File: config.mk
export PLATFORM = sky130hd
export DESIGN_NAME = pc_update_unit
export DESIGN_NICKNAME = d
export VERILOG_FILES = /design/src/rtl/pc_unit_pkg.sv /design/src/rtl/pc_trace_buffer.sv /design/src/rtl/pc_update_unit.sv
export SDC_FILE = /design/constraint.sdc
export NUM_CORES = 1
export LEC_CHECK = 0
export CORE_UTILIZATION = 34
export DETAILED_ROUTE_END_ITERATION = 16
export DONT_BUFFER_PORTS = 1
export GPL_TIMING_DRIVEN = 1
export PLACE_DENSITY = 0.54
export SKIP_LAST_GASP = 1
export SLEW_MARGIN = 15
export SYNTH_ARGS = -nofsm -noshare
export SYNTH_HDL_FRONTEND = slang
export SYNTH_SLANG_ARGS = --single-unit
File: constraint.sdc
create_clock -name clk -period 3.5 [get_ports clk]
set_input_delay 0.35 -clock clk [delete_from_list [all_inputs] [get_ports clk]]
set_output_delay 0.35 -clock clk [all_outputs]
set_load 0.05 [all_outputs]
File: src/rtl/pc_unit_pkg.sv
// Shared encodings for the program-counter update stage.
// Branch kinds, fault FSM states and alignment/EPC constants.
package pc_unit_pkg;

  typedef enum logic [1:0] {
    BR_BEQ = 2'b00,
    BR_BNE = 2'b01,
    BR_BGT = 2'b10,
    BR_BLE = 2'b11
  } br_type_e;

  typedef enum logic {
    ST_IDLE  = 1'b0,
    ST_FAULT = 1'b1
  } pc_state_e;

  localparam logic [1:0]  PC_ALIGN_MASK = 2'b11;
  localparam logic [31:0] EPC_OFFSET    = 32'd4;

endpackage

File: src/rtl/pc_trace_buffer.sv
// Circular history of accepted PC targets for debug.
// Index 0 reads the newest entry; unwritten slots read as zero.
module pc_trace_buffer #(
  parameter  int DEPTH = 8,
  localparam int IW    = $clog2(DEPTH)
) (
  input  logic          clk,
  input  logic          reset_n,
  input  logic          we,
  input  logic [31:0]   wdata,
  input  logic [IW-1:0] idx,
  output logic [31:0]   rdata,
  output logic [IW:0]   count
);

  localparam logic [IW:0] FULL = (IW+1)'(DEPTH);

  logic [31:0]   mem [DEPTH];
  logic [IW-1:0] wptr;
  logic [IW-1:0] raddr;

  // write pointer wraps, fill count saturates at DEPTH
  always_ff @(posedge clk or negedge reset_n) begin
    if (!reset_n) begin
      wptr  <= '0;
      count <= '0;
    end else if (we) begin
      wptr <= wptr + IW'(1);
      if (count != FULL)
        count <= count + (IW+1)'(1);
    end
  end

  // storage has no reset; the count guards stale slots
  always_ff @(posedge clk) begin
    if (we)
      mem[wptr] <= wdata;
  end

  assign raddr = wptr - IW'(1) - idx;
  assign rdata = ({1'b0, idx} < count) ? mem[raddr] : '0;

endmodule

File: src/rtl/pc_update_unit.sv
// PC register stage behind the PC-source mux, with alignment fault FSM and EPC.
// Optional trace buffer built when PC_TRACE_EN is defined.
module pc_update_unit
  import pc_unit_pkg::*;
#(
  parameter  logic [31:0] RESET_PC    = 32'h0000_0000,
  parameter  int          TRACE_DEPTH = 8,
  localparam int          IW          = $clog2(TRACE_DEPTH)
) (
  input  logic          clk,
  input  logic          reset_n,
  input  logic [31:0]   pc_in,
  input  logic          pc_write,
  input  logic          pc_write_cond,
  input  logic [1:0]    branch_type,
  input  logic          alu_zero,
  input  logic          alu_gt,
  input  logic          epc_write,
  input  logic          exc_ack,
  output logic [31:0]   pc_out,
  output logic [31:0]   epc_out,
  output logic          exc_pending,
  output logic [31:0]   bad_addr,
  input  logic [IW-1:0] trace_idx,
  output logic [31:0]   trace_pc,
  output logic [IW:0]   trace_count
);

  pc_state_e   state_q, state_d;
  logic [31:0] bad_q, bad_d;
  logic        cond_met;
  logic        take;
  logic        aligned;
  logic        ok_take;
  logic        mis_take;

  // branch condition from ALU flags
  always_comb begin
    cond_met = 1'b0;
    unique case (br_type_e'(branch_type))
      BR_BEQ:  cond_met = alu_zero;
      BR_BNE:  cond_met = !alu_zero;
      BR_BGT:  cond_met = alu_gt;
      BR_BLE:  cond_met = !alu_gt;
      default: cond_met = 1'b0;
    endcase
  end

  assign take     = pc_write | (pc_write_cond & cond_met);
  assign aligned  = (pc_in[1:0] & PC_ALIGN_MASK) == 2'b00;
  assign ok_take  = take & aligned;
  assign mis_take = take & !aligned;

  // PC and EPC registers; EPC sees the pre-update PC
  always_ff @(posedge clk or negedge reset_n) begin
    if (!reset_n) begin
      pc_out  <= RESET_PC;
      epc_out <= '0;
    end else begin
      if (ok_take)
        pc_out <= pc_in;
      if (epc_write)
        epc_out <= pc_out - EPC_OFFSET;
    end
  end

  // fault FSM state and captured address
  always_ff @(posedge clk or negedge reset_n) begin
    if (!reset_n) begin
      state_q <= ST_IDLE;
      bad_q   <= '0;
    end else begin
      state_q <= state_d;
      bad_q   <= bad_d;
    end
  end

  // fault next-state: first fault sticks until ack, ack+new fault re-arms
  always_comb begin
    state_d = state_q;
    bad_d   = bad_q;
    unique case (state_q)
      ST_IDLE: begin
        if (mis_take) begin
          state_d = ST_FAULT;
          bad_d   = pc_in;
        end
      end
      ST_FAULT: begin
        if (exc_ack) begin
          if (mis_take)
            bad_d = pc_in;
          else
            state_d = ST_IDLE;
        end
      end
      default: state_d = ST_IDLE;
    endcase
  end

  assign exc_pending = (state_q == ST_FAULT);
  assign bad_addr    = bad_q;

`ifdef PC_TRACE_EN
  pc_trace_buffer #(
    .DEPTH (TRACE_DEPTH)
  ) u_trace (
    .clk     (clk),
    .reset_n (reset_n),
    .we      (ok_take),
    .wdata   (pc_in),
    .idx     (trace_idx),
    .rdata   (trace_pc),
    .count   (trace_count)
  );
`else
  logic unused_trace;
  assign unused_trace = ^trace_idx;
  assign trace_pc     = '0;
  assign trace_count  = '0;
`endif

endmodule
==> results.toml <==
[routing]
wl_met2_um = 4390
drt-total-wl_um = 9810
avgViaCountPerCell = 5.05
wl_per_cell_um = 17.8
antenna_left = 0
wl_met1_um = 4350
dr.first_iter.drc_count = 109
top_layer = "met4"
drtPass1Iterations = 5
vias = 2782
post-route-drc-count = 0
routed-wl-met3_um = 762

[synthesis]
async_flop_share = 1.00
ys.flop_type = "dfrtp_1"
synth_cell_types = 41
synth-seq-cells = 97
synth_common_cells = "dfrtp_1, mux2_2, buf_4"
netlist_instances = 371
yosysTopAreaCell = "dfrtp_1"
syn_area_um2 = 4480
synth_edf_count = 0
avgSynthCellArea_um2 = 12.1
synth.area.top_cells = "dfrtp_1, mux2_2, buf_4"
yosys_warnings = 0
synth_seq_area_share = 0.542
yosysMostFrequentCell = "dfrtp_1"
synth_top_area_frac = 0.542

[worst_setup_path]
path_class = "flip-flop to flip-flop"
critPathMaxFanout = 15
slowest_delay_ns = 0.65
arrival_ns = 3.01
crit_path_cell_trace = "nor4_1 > nand4b_1 > or4_1 > a31oi_1"
crit_family = "simple AND/OR/NAND/NOR gates"
regToRegSetupSlack_ns = 0.76
cp_num_buf_inv = 0
cp.required_ns = 3.77
cp-end-kind = "flip-flop"
slowest_stage = "or4_1"
critPathLaunchType = "flip-flop"

[floorplanning]
die_x_um = 117
design.core.area_um2 = 12700
ios = 178
initial_utilization = 0.352
die_area_um2 = 13600
placementRows = 41
die_h_um = 117

[clock_tree]
clockRootBuffer = "clkbuf_16"
clockBufferDepth = 2
cts_tree = "done"
clk_pin_slew_ns = 0.07
cts_inserted_buffers = 9
clk_latency_ns = 0.35
clkSinkCount = 97
cts_htree_levels = 3

[grt]
grt_max_degree = 98
grt_pass1_vias = 2712
grt.total_usage = 0.148
antenna_found_initial = 0
gr-total-overflow = 0
grt_pass1_wl_um = 14800

[placement]
dp_slack_ns = 0.791
hpwlAfterDp_um = 6900
gp_congestion = 0.745
portBuffers = 0

[timing]
slew_headroom = 0.546
setup_violations = 0
finalMaxSlewViolations = 0
setup_tns_ns = 0
finalWorstSetupSlack_ns = 0.759
fin_crit_ns = 2.74
fin_crit_sh = 0.783
tightestPinTransition_ns = 0.681
rsz0062_at_grt = "false"
skew_ns = 0.00684
finalHoldViolations = 0
fmax_mhz = 365

[power]
ir_worst_vdd_uv = 475
p_leak_nw = 1.97
p_per_area_nw_per_um2 = 811

[cells_and_area]
layout-drive-gt1-share = 0.251
diodes = 0
syn2layout_area_growth_pct = 8.75
finalNetCount = 420

[flow_run]
drv_cap = 0

[worst_hold_path]
hold_class = "primary input to flip-flop"

[outcome]
status = "complete, no violations"
==> placed cells by master (no fill, tap or decap), types with 4 or more instances in the layout <==
| master | Yosys | final |
|---|---|---|
| a21oi_1 | 11 | 11 |
| a31oi_1 | 18 | 17 |
| buf_4 | 36 | 8 |
| clkbuf_16 | 0 | 9 |
| conb_1 | 1 | 36 |
| dfrtp_1 | 97 | 97 |
| inv_1 | 4 | 4 |
| mux2_2 | 63 | 63 |
| nor2_1 | 33 | 33 |
| nor4_1 | 5 | 5 |
| o21ai_0 | 7 | 7 |
| o31ai_1 | 11 | 11 |
| or3_1 | 6 | 6 |
| or4_1 | 12 | 12 |
| xnor2_1 | 8 | 8 |
==> logic make-up after synthesis <==
logic type	count (synthesis)	share of synthesized area
flip-flops	97	0.542
AND/OR/NAND/NOR	83	0.109
multiplexers	65	0.163
buffers and inverters	57	0.0797
AO/OA/AOI/OAI	56	0.0805
XOR/XNOR	11	0.0215
adder cells (fa/ha/maj)	1	0.00280
other	1	0.000838
==> per-stage QoR <==
step | util | total power [mW] | instance area [um^2] | cells | hold WS, ns
3_3_place_gp | 0.358 | 3.02 | 4560 | 533 | 0.0563
5_1_grt | 0.383 | 4.13 | 4870 | 551 | 0.0927
6_report | 0.383 | 3.95 | 4870 | 551 | 0.104
2_1_floorplan | - | 2.90 | 4610 | 406 | 0.0544
3_5_place_dp | 0.358 | 3.04 | 4560 | 533 | 0.0570
4_1_cts | 0.383 | 3.99 | 4870 | 551 | 0.0734
==> worst reg2reg max path, cell delays in order, from the launching register on <==
cell	delay, ns
dfrtp_1	0.62
nor4_1	0.61
nand4b_1	0.61
or4_1	0.66
a31oi_1	0.16
==> cell type report <==
class | instances | area (um^2)
well taps | 172 | 215
clock inverters | 5 | 31.3
fillers | 1254 | 7860
flip-flops and latches | 97 | 2430
repair buffers | 10 | 97.6
multi-input cells | 252 | 1840
inverters | 4 | 15.0
clock buffers | 11 | 243
==> what timing repair did <==
| item | in CTS | in global routing |
|---|---|---|
| hold buffers | 2 | 0 |
| resized for setup | 0 | 0 |
| hold endpoints to repair | 97 | 0 |
| buffers inserted | 0 | 0 |
| setup endpoints to repair | 0 | 0 |
==> flip-flops by register name (all words and copies together), names as in the netlist <==
name / flops
epc_out: 32
bad_addr: 32
pc_out: 32
exc_pending: 1
==> power breakdown <==
part	internal [mW]	leakage [nW]	switching, mW	total, mW
Combinational	0.260	0.702	0.316	0.576
Sequential	1.34	1.13	1.11	2.45
Clock	0.499	0.135	0.422	0.921
Total	2.10	1.97	1.85	3.95
==> path summary, 6_finish.rpt <==
| path | from | to | depth (start not counted) |
|---|---|---|---|
| hold / removal | epc_write | epc_out[27] | 1 |
| hold reg to reg | pc_out[4] | epc_out[4] | 2 |
| setup / recovery | pc_out[11] | epc_out[31] | 4 |
| max in group asynchronous | reset_n | pc_out[1] | 2 |
| min in group asynchronous | reset_n | pc_out[18] | 2 |
| setup reg to reg | pc_out[11] | epc_out[31] | 4 |
==> routing by layer <==
layer / GRT usage / up-vias
li1: - / 1289
met1: 0.192 / 1333
met2: 0.221 / 136
met3: 0.0483 / 24
met4: 0.0759 / 0
met5: 0 / -
No activity file was read; power rests on OpenSTA's default activity.
